===== config.mk =====
export PLATFORM = sky130hd
export DESIGN_NAME = pipeline_hazard_ctrl_flat
export DESIGN_NICKNAME = d
export VERILOG_FILES = /design/src/rtl/pipeline_hazard_ctrl_pkg.sv /design/src/rtl/pipeline_hazard_ctrl_if.sv /design/src/rtl/pipeline_hazard_ctrl_hz_perf_counters.sv /design/src/rtl/pipeline_hazard_ctrl.sv /design/src/flat_wrapper.sv
export SDC_FILE = /design/constraint.sdc
export NUM_CORES = 1
export LEC_CHECK = 0
export ABC_AREA = 1
export CORE_ASPECT_RATIO = 0.7
export CORE_UTILIZATION = 50
export CTS_BUF_LIST = sky130_fd_sc_hd__clkbuf_16
export DETAILED_ROUTE_END_ITERATION = 10
export PLACE_DENSITY = 0.8
export SYNTH_ARGS = -nofsm -noshare
export SYNTH_HDL_FRONTEND = slang
export SYNTH_SLANG_ARGS = --single-unit

===== constraint.sdc =====
create_clock -name clk -period 4.75 [get_ports clk]
set_input_delay 0.95 -clock clk [delete_from_list [all_inputs] [get_ports clk]]
set_output_delay 0.95 -clock clk [all_outputs]
set_load 0.03 [all_outputs]

===== src/rtl/pipeline_hazard_ctrl_pkg.sv =====
// Shared rv32i types for the hazard/forwarding control blocks.
package pipeline_hazard_ctrl_pkg;

  typedef enum logic [6:0] {
    op_lui   = 7'b0110111,
    op_auipc = 7'b0010111,
    op_jal   = 7'b1101111,
    op_jalr  = 7'b1100111,
    op_br    = 7'b1100011,
    op_load  = 7'b0000011,
    op_store = 7'b0100011,
    op_imm   = 7'b0010011,
    op_reg   = 7'b0110011
  } rv32i_opcode_t;

  typedef enum logic {RUN = 1'b0, MEM_WAIT = 1'b1} hz_state_t;

  // Every opcode reads rs1 except the ones whose source is the PC or an immediate.
  function automatic logic uses_rs1(input logic [6:0] opcode);
    return !(opcode inside {op_lui, op_auipc, op_jal});
  endfunction

  // Only branches, stores and reg-reg ALU ops read rs2.
  function automatic logic uses_rs2(input logic [6:0] opcode);
    return opcode inside {op_br, op_store, op_reg};
  endfunction

endpackage


===== src/rtl/pipeline_hazard_ctrl_if.sv =====
// Pipeline-side view of the hazard controller: decode fields, memory handshakes,
// load enables, flush controls and perf counters.
interface pipeline_hazard_ctrl_if #(parameter int CNT_W = 32);
  logic [6:0]       ifid_opcode;
  logic [4:0]       ifid_rs1;
  logic [4:0]       ifid_rs2;
  logic [6:0]       idex_opcode;
  logic [4:0]       idex_rd;
  logic             br_taken;
  logic             imem_read;
  logic             imem_resp;
  logic             dmem_read;
  logic             dmem_write;
  logic             dmem_resp;
  logic             ld_pc;
  logic             ld_ifid;
  logic             ld_idex;
  logic             ld_exmem;
  logic             ld_memwb;
  logic             flush_ifid;
  logic             flush_idex;
  logic [CNT_W-1:0] stall_cnt;
  logic [CNT_W-1:0] bubble_cnt;
  logic [CNT_W-1:0] flush_cnt;

  // Pipeline datapath side
  modport master (
    output ifid_opcode, ifid_rs1, ifid_rs2, idex_opcode, idex_rd, br_taken,
           imem_read, imem_resp, dmem_read, dmem_write, dmem_resp,
    input  ld_pc, ld_ifid, ld_idex, ld_exmem, ld_memwb, flush_ifid, flush_idex,
           stall_cnt, bubble_cnt, flush_cnt
  );

  // Hazard controller side
  modport slave (
    input  ifid_opcode, ifid_rs1, ifid_rs2, idex_opcode, idex_rd, br_taken,
           imem_read, imem_resp, dmem_read, dmem_write, dmem_resp,
    output ld_pc, ld_ifid, ld_idex, ld_exmem, ld_memwb, flush_ifid, flush_idex,
           stall_cnt, bubble_cnt, flush_cnt
  );
endinterface


===== src/rtl/pipeline_hazard_ctrl_hz_perf_counters.sv =====
// Three free-running wrap-around event counters for stall/bubble/flush statistics.
module hz_perf_counters #(parameter int CNT_W = 32) (
  input  logic             clk,
  input  logic             rst_n,
  input  logic             stall_inc_i,
  input  logic             bubble_inc_i,
  input  logic             flush_inc_i,
  output logic [CNT_W-1:0] stall_cnt_o,
  output logic [CNT_W-1:0] bubble_cnt_o,
  output logic [CNT_W-1:0] flush_cnt_o
);
  logic [CNT_W-1:0] stall_q, bubble_q, flush_q;

  // Each counter bumps by one on its strobe and wraps naturally.
  always_ff @(posedge clk or negedge rst_n) begin
    if (!rst_n) begin
      stall_q  <= '0;
      bubble_q <= '0;
      flush_q  <= '0;
    end else begin
      if (stall_inc_i)  stall_q  <= stall_q  + 1'b1;
      if (bubble_inc_i) bubble_q <= bubble_q + 1'b1;
      if (flush_inc_i)  flush_q  <= flush_q  + 1'b1;
    end
  end

  assign stall_cnt_o  = stall_q;
  assign bubble_cnt_o = bubble_q;
  assign flush_cnt_o  = flush_q;
endmodule


===== src/rtl/pipeline_hazard_ctrl.sv =====
// Stall/flush sequencer for the 5-stage rv32i pipeline: memory-wait freeze,
// load-use bubble and taken-branch squash, plus perf counters.
module pipeline_hazard_ctrl
  import pipeline_hazard_ctrl_pkg::*;
#(
  parameter int CNT_W = 32
) (
  input logic                  clk,
  input logic                  rst_n,
  pipeline_hazard_ctrl_if.slave hz
);
  hz_state_t state_q, state_d;
  logic      imem_done_q, imem_done_d;
  logic      dmem_done_q, dmem_done_d;
  logic      imem_ok, dmem_ok, advance, load_use;
  logic      stall_inc, bubble_inc, flush_inc;
  logic [4:0] ld_vec;
  logic [1:0] fl_vec;

  // A request is satisfied if absent, answered now, or answered earlier while frozen.
  assign imem_ok = !hz.imem_read | hz.imem_resp | imem_done_q;
  assign dmem_ok = !(hz.dmem_read | hz.dmem_write) | hz.dmem_resp | dmem_done_q;
  assign advance = imem_ok & dmem_ok;

  // Load in EX whose rd feeds a source register actually read by the instr in ID.
  assign load_use = (hz.idex_opcode == op_load) && (hz.idex_rd != 5'd0) &&
                    ((uses_rs1(hz.ifid_opcode) && (hz.ifid_rs1 == hz.idex_rd)) ||
                     (uses_rs2(hz.ifid_opcode) && (hz.ifid_rs2 == hz.idex_rd)));

  // State and remembered-response flags; reset discards any early response.
  always_ff @(posedge clk or negedge rst_n) begin
    if (!rst_n) begin
      state_q     <= RUN;
      imem_done_q <= 1'b0;
      dmem_done_q <= 1'b0;
    end else begin
      state_q     <= state_d;
      imem_done_q <= imem_done_d;
      dmem_done_q <= dmem_done_d;
    end
  end

  // Next state: freeze while any handshake is outstanding, release on advance.
  always_comb begin
    state_d     = state_q;
    imem_done_d = advance ? 1'b0 : (imem_done_q | (hz.imem_read & hz.imem_resp));
    dmem_done_d = advance ? 1'b0 : (dmem_done_q | ((hz.dmem_read | hz.dmem_write) & hz.dmem_resp));
    case (state_q)
      RUN:      if (!advance) state_d = MEM_WAIT;
      MEM_WAIT: if (advance)  state_d = RUN;
      default:  state_d = RUN;
    endcase
  end

  // Outputs: branch squash beats load-use bubble; a taken branch seen while frozen
  // is still presented by ID/EX and gets flushed on the release cycle.
  always_comb begin
    ld_vec     = 5'b00000;
    fl_vec     = 2'b00;
    stall_inc  = 1'b0;
    bubble_inc = 1'b0;
    flush_inc  = 1'b0;
    if (rst_n) begin
      if (!advance) begin
        stall_inc = 1'b1;
      end else if (hz.br_taken) begin
        ld_vec    = 5'b11111;
        fl_vec    = 2'b11;
        flush_inc = 1'b1;
      end else if (load_use) begin
        ld_vec     = 5'b00111;
        fl_vec     = 2'b01;
        bubble_inc = 1'b1;
      end else begin
        ld_vec = 5'b11111;
      end
    end
  end

  assign {hz.ld_pc, hz.ld_ifid, hz.ld_idex, hz.ld_exmem, hz.ld_memwb} = ld_vec;
  assign {hz.flush_ifid, hz.flush_idex} = fl_vec;

  hz_perf_counters #(.CNT_W(CNT_W)) u_perf (
    .clk          (clk),
    .rst_n        (rst_n),
    .stall_inc_i  (stall_inc),
    .bubble_inc_i (bubble_inc),
    .flush_inc_i  (flush_inc),
    .stall_cnt_o  (hz.stall_cnt),
    .bubble_cnt_o (hz.bubble_cnt),
    .flush_cnt_o  (hz.flush_cnt)
  );
endmodule

===== src/flat_wrapper.sv =====
// flat-port wrapper written by rule: the top's interface ports become plain ports
module pipeline_hazard_ctrl_flat import pipeline_hazard_ctrl_pkg::*;
#(
  parameter int CNT_W = 32
)
  (clk, rst_n, hz_ifid_opcode, hz_ifid_rs1, hz_ifid_rs2, hz_idex_opcode, hz_idex_rd, hz_br_taken, hz_imem_read, hz_imem_resp, hz_dmem_read, hz_dmem_write, hz_dmem_resp, hz_ld_pc, hz_ld_ifid, hz_ld_idex, hz_ld_exmem, hz_ld_memwb, hz_flush_ifid, hz_flush_idex, hz_stall_cnt, hz_bubble_cnt, hz_flush_cnt);
  pipeline_hazard_ctrl_if #(.CNT_W(CNT_W)) hz_i ();
  input logic clk;
  input logic rst_n;
  input wire logic [$bits(hz_i.ifid_opcode)-1:0] hz_ifid_opcode;
  input wire logic [$bits(hz_i.ifid_rs1)-1:0] hz_ifid_rs1;
  input wire logic [$bits(hz_i.ifid_rs2)-1:0] hz_ifid_rs2;
  input wire logic [$bits(hz_i.idex_opcode)-1:0] hz_idex_opcode;
  input wire logic [$bits(hz_i.idex_rd)-1:0] hz_idex_rd;
  input wire logic [$bits(hz_i.br_taken)-1:0] hz_br_taken;
  input wire logic [$bits(hz_i.imem_read)-1:0] hz_imem_read;
  input wire logic [$bits(hz_i.imem_resp)-1:0] hz_imem_resp;
  input wire logic [$bits(hz_i.dmem_read)-1:0] hz_dmem_read;
  input wire logic [$bits(hz_i.dmem_write)-1:0] hz_dmem_write;
  input wire logic [$bits(hz_i.dmem_resp)-1:0] hz_dmem_resp;
  output wire logic [$bits(hz_i.ld_pc)-1:0] hz_ld_pc;
  output wire logic [$bits(hz_i.ld_ifid)-1:0] hz_ld_ifid;
  output wire logic [$bits(hz_i.ld_idex)-1:0] hz_ld_idex;
  output wire logic [$bits(hz_i.ld_exmem)-1:0] hz_ld_exmem;
  output wire logic [$bits(hz_i.ld_memwb)-1:0] hz_ld_memwb;
  output wire logic [$bits(hz_i.flush_ifid)-1:0] hz_flush_ifid;
  output wire logic [$bits(hz_i.flush_idex)-1:0] hz_flush_idex;
  output wire logic [$bits(hz_i.stall_cnt)-1:0] hz_stall_cnt;
  output wire logic [$bits(hz_i.bubble_cnt)-1:0] hz_bubble_cnt;
  output wire logic [$bits(hz_i.flush_cnt)-1:0] hz_flush_cnt;
  assign hz_i.ifid_opcode = hz_ifid_opcode;
  assign hz_i.ifid_rs1 = hz_ifid_rs1;
  assign hz_i.ifid_rs2 = hz_ifid_rs2;
  assign hz_i.idex_opcode = hz_idex_opcode;
  assign hz_i.idex_rd = hz_idex_rd;
  assign hz_i.br_taken = hz_br_taken;
  assign hz_i.imem_read = hz_imem_read;
  assign hz_i.imem_resp = hz_imem_resp;
  assign hz_i.dmem_read = hz_dmem_read;
  assign hz_i.dmem_write = hz_dmem_write;
  assign hz_i.dmem_resp = hz_dmem_resp;
  assign hz_ld_pc = hz_i.ld_pc;
  assign hz_ld_ifid = hz_i.ld_ifid;
  assign hz_ld_idex = hz_i.ld_idex;
  assign hz_ld_exmem = hz_i.ld_exmem;
  assign hz_ld_memwb = hz_i.ld_memwb;
  assign hz_flush_ifid = hz_i.flush_ifid;
  assign hz_flush_idex = hz_i.flush_idex;
  assign hz_stall_cnt = hz_i.stall_cnt;
  assign hz_bubble_cnt = hz_i.bubble_cnt;
  assign hz_flush_cnt = hz_i.flush_cnt;
  pipeline_hazard_ctrl #(.CNT_W(CNT_W)) u_core (.clk(clk), .rst_n(rst_n), .hz(hz_i));
endmodule

==> run_summary.xml <==
<?xml version="1.0" encoding="UTF-8"?>
<metrics>
  <group name="logic_synthesis">
    <metric name="dominantRegCellSynth" unit="">sky130_fd_sc_hd__dfrtp_1</metric>
    <metric name="synth.yosys.seq_area_share" unit="%">38.2</metric>
    <metric name="ys_warn_count" unit="">0</metric>
    <metric name="postSynthRegisterBits" unit="">98</metric>
    <metric name="postSynthNetCount" unit="">958</metric>
    <metric name="yosys_cell_types" unit="">31</metric>
    <metric name="syn_inst" unit="">918</metric>
    <metric name="syn-mean-instance-area" unit="sq um">6.99</metric>
    <metric name="synth_top_area_share" unit="%">38.2</metric>
    <metric name="post_synthesis_cell_area" unit="sq um">6420</metric>
    <metric name="synth_edf_count" unit="">0</metric>
    <metric name="synth_area_leaders" unit="">sky130_fd_sc_hd__dfrtp_1 (38%), sky130_fd_sc_hd__nand2_1 (20%), sky130_fd_sc_hd__xor2_1 (8.1%), sky130_fd_sc_hd__nor2_1 (7.5%), sky130_fd_sc_hd__inv_1 (4.6%)</metric>
    <metric name="synth-async-reset-ratio" unit="%">100</metric>
    <metric name="yosysTopAreaCell" unit="">sky130_fd_sc_hd__dfrtp_1</metric>
  </group>
  <group name="floorplan">
    <metric name="i_o_pin_total" unit="">140</metric>
    <metric name="horizontal_die_dimension" unit="microns">137</metric>
    <metric name="rows" unit="">34</metric>
    <metric name="core" unit="sq um">12500</metric>
    <metric name="die_area" unit="sq um">13300</metric>
    <metric name="die_extent_in_y" unit="microns">96.8</metric>
    <metric name="initial_core_util" unit="%">51.5</metric>
  </group>
  <group name="timing">
    <metric name="finalSetupViolCount" unit="">0</metric>
    <metric name="tightestPinTransition" unit="ns">0.800</metric>
    <metric name="final_hold_vio_count" unit="">0</metric>
    <metric name="relSlewSlack" unit="%">46.7</metric>
    <metric name="final.hold.worst_slack" unit="ns">0.515</metric>
    <metric name="achievable-frequency" unit="MHz">253</metric>
    <metric name="fin_worst_skew" unit="ns">0.00664</metric>
    <metric name="layout_worst_path_cycle_share" unit="%">83.1</metric>
    <metric name="tns" unit="ns">0</metric>
    <metric name="timing.final.max_slew_violations" unit="">0</metric>
    <metric name="final.setup.worst_slack" unit="ns">0.804</metric>
    <metric name="finalWorstPathRequiredPeriod" unit="ns">3.95</metric>
    <metric name="rsz0062_at_grt" unit="">false</metric>
  </group>
  <group name="global_route">
    <metric name="pin_count_of_the_biggest_net_entering_global_routing" unit="">64</metric>
    <metric name="global_route_wire_length_before_repair" unit="mm">28.2</metric>
    <metric name="antenna_found_initial" unit="">0</metric>
    <metric name="first_global_vias" unit="">5803</metric>
    <metric name="grt_util_all_layers" unit="%">26.8</metric>
    <metric name="grt.overflow.total" unit="">0</metric>
  </group>
  <group name="power_and_ir_drop">
    <metric name="vdd_drop_max" unit="mV">0.277</metric>
    <metric name="power-per-cell-area" unit="nW/um^2">312</metric>
    <metric name="leakage" unit="nW">3.69</metric>
  </group>
  <group name="clock_network">
    <metric name="tritoncts_clock_tree" unit="">yes</metric>
    <metric name="cts_hold_buffers" unit="">0</metric>
    <metric name="cts.htree.levels" unit="">3</metric>
    <metric name="postCtsResizedCells" unit="">0</metric>
    <metric name="cts_buffers" unit="">9</metric>
    <metric name="cts_sinks" unit="">98</metric>
    <metric name="clock_latency" unit="ns">0.34</metric>
    <metric name="cts_buffer_depth" unit="">2</metric>
    <metric name="cts.root.buffer_cell" unit="">sky130_fd_sc_hd__clkbuf_16</metric>
    <metric name="post_cts_buffers" unit="">0</metric>
    <metric name="clkSlewWorstSetupHoldPaths" unit="ns">0.07</metric>
  </group>
  <group name="worst_setup_path">
    <metric name="critPathLaunch" unit="">hz_imem_resp</metric>
    <metric name="crit_required" unit="ns">3.80</metric>
    <metric name="cp_cell_sequence" unit="">clkdlybuf4s50_1, nor2_1, nand2_1, nand2_4, nor2_8, nand2_4, nand2_1, clkdlybuf4s50_1</metric>
    <metric name="endpoint_arrival_time_on_the_critical_path" unit="ns">3.00</metric>
    <metric name="kind_of_end_point_of_the_critical_path" unit="">output port</metric>
    <metric name="cpMaxStageDelayCell" unit="">sky130_fd_sc_hd__clkdlybuf4s50_1</metric>
    <metric name="critPathMaxFanout" unit="">23</metric>
    <metric name="startpoint_class_of_the_critical_path" unit="">input pin</metric>
    <metric name="startpoint_of_the_most_critical_register_to_register_path" unit="">u_core.u_perf.bubble_cnt_o[0]$_DFFE_PN0P_</metric>
    <metric name="worst-path-buf-inv" unit="">2</metric>
    <metric name="cpPeakStageDelay" unit="ns">0.67</metric>
    <metric name="timing.critical_path.max_delay_family" unit="">buffers and inverters</metric>
    <metric name="r2r_setup_slack" unit="ns">2.67</metric>
    <metric name="worstSetupPathType" unit="">input pin to output port</metric>
  </group>
  <group name="hold_path">
    <metric name="hold_class" unit="">flop to flop</metric>
    <metric name="min_from" unit="">u_core.u_perf.stall_cnt_o[11]$_DFFE_PN0P_</metric>
  </group>
  <group name="finish">
    <metric name="ant_cells" unit="">0</metric>
    <metric name="final_layout_size_suffix_gt1_share" unit="%">5.20</metric>
    <metric name="nNetsFinal" unit="">1093</metric>
    <metric name="area_growth" unit="%">28.2</metric>
    <metric name="final_area" unit="sq um">8220</metric>
    <metric name="mostFrequentLayoutCells" unit="">sky130_fd_sc_hd__nand2_1 (342), sky130_fd_sc_hd__clkdlybuf4s50_1 (138), sky130_fd_sc_hd__nor2_1 (129)</metric>
    <metric name="layout.cells.most_common" unit="">sky130_fd_sc_hd__nand2_1</metric>
    <metric name="postLayoutCoreUtil" unit="%">66.0</metric>
  </group>
  <group name="routing">
    <metric name="wirelength" unit="mm">17.0</metric>
    <metric name="drc" unit="">0</metric>
    <metric name="route.detailed.vias_per_inst" unit="">5.16</metric>
    <metric name="initialDrtViolationCount" unit="">430</metric>
    <metric name="number_of_iterations_in_the_first_detailed_routing_pass" unit="">4</metric>
    <metric name="wl_per_cell" unit="microns">14.0</metric>
    <metric name="via_count" unit="">6293</metric>
    <metric name="antenna_left" unit="">0</metric>
  </group>
  <group name="place">
    <metric name="dpl_cell_area" unit="sq um">7940</metric>
    <metric name="place.detailed.hpwl" unit="mm">13.0</metric>
    <metric name="preCtsSetupSlack" unit="ns">0.796</metric>
    <metric name="place.gp.congestion" unit="">0.978</metric>
    <metric name="port_buffers" unit="">139</metric>
  </group>
  <group name="status">
    <metric name="run_status" unit="">finished, final reports clean</metric>
  </group>
  <group name="run">
    <metric name="drv.max_cap_violation_count" unit="">0</metric>
  </group>
</metrics>
==> kinds of logic after synthesis <==
group           count (synthesis)  synth area share (%)
compound gates                 26                  2.09
xor+xnor                       77                  10.5
buf+inv                       102                  6.51
flops                          98                  38.2
simple gates                  612                  42.1
fa+ha+maj                       3                 0.585
==> sequential cells by signal (all words and copies together) (netlist names) <==
| register | flops |
|---|---|
| u_core.u_perf.stall_cnt_o | 32 |
| u_core.imem_done_q | 1 |
| u_core.u_perf.bubble_cnt_o | 32 |
| u_core.dmem_done_q | 1 |
| u_core.u_perf.flush_cnt_o | 32 |
==> worst register-to-register path, stage by stage, from the launching register on <==
cell and delay [ns]:
sky130_fd_sc_hd__dfrtp_1 0.46, sky130_fd_sc_hd__ha_1 0.32, sky130_fd_sc_hd__inv_1 0.09, sky130_fd_sc_hd__nor2_1 0.38, sky130_fd_sc_hd__nand2_1 0.22, sky130_fd_sc_hd__nor2_1 0.18
sky130_fd_sc_hd__xor2_1 0.16, sky130_fd_sc_hd__nand4_1 0.13, sky130_fd_sc_hd__nand2_1 0.09
==> metrics by stage <==
stage	power, mW	instances
after detailed placement	1.87	1204
after global routing	2.69	1219
final	2.57	1219
after CTS	2.58	1219
after floorplan	1.52	918
after global placement	1.85	1204
==> layout make-up <==
| type | count | area, sq um |
|---|---|---|
| fillers | 1119 | 4240 |
| multi-input cells | 718 | 3550 |
| well taps | 162 | 203 |
| inverters | 81 | 304 |
| clock buffers | 9 | 225 |
| clock inverters | 6 | 58.8 |
| repair buffers | 145 | 1430 |
| flip-flops and latches | 98 | 2450 |
==> Yosys cell counts (all sizes together) (8+ instances only) <==
library cell / number
dfrtp: 98
o21ai: 24
xnor2: 18
nor2: 140
inv: 80
clkbuf: 8
nand3: 24
nand3b: 15
nand4: 42
buf: 13
xor2: 59
nor3: 36
nand2: 354
==> where the power goes <==
group          total [mW]  leakage (nW)  switching, mW  internal, mW
Combinational       0.786          2.27          0.483         0.303
Clock               0.712         0.135          0.311         0.402
Sequential           1.07          1.28          0.134         0.935
Total                2.57          3.69          0.928          1.64
==> routing by layer <==
layer | track usage (%) | part of all wire (%) | vias to the layer above
li1 | - | - | 3152
met4 | 6.09 | 1.2 | 0
met3 | 5.61 | 6.7 | 18
met2 | 38.9 | 42 | 222
met1 | 40.6 | 51 | 2901
met5 | 0 | 0 | -
==> path summary, 6_finish.rpt <==
path | to | cells past startpoint
hold / removal | u_core.u_perf.stall_cnt_o[11]$_DFFE_PN0P_ | 1
min in group asynchronous | u_core.u_perf.stall_cnt_o[18]$_DFFE_PN0P_ | 2
setup / recovery | hz_flush_idex | 8
max in group asynchronous | u_core.u_perf.stall_cnt_o[29]$_DFFE_PN0P_ | 3
setup reg to reg | u_core.u_perf.bubble_cnt_o[16]$_DFFE_PN0P_ | 8
hold reg to reg | u_core.u_perf.stall_cnt_o[11]$_DFFE_PN0P_ | 1
No activity file was read; power rests on OpenSTA's default activity.
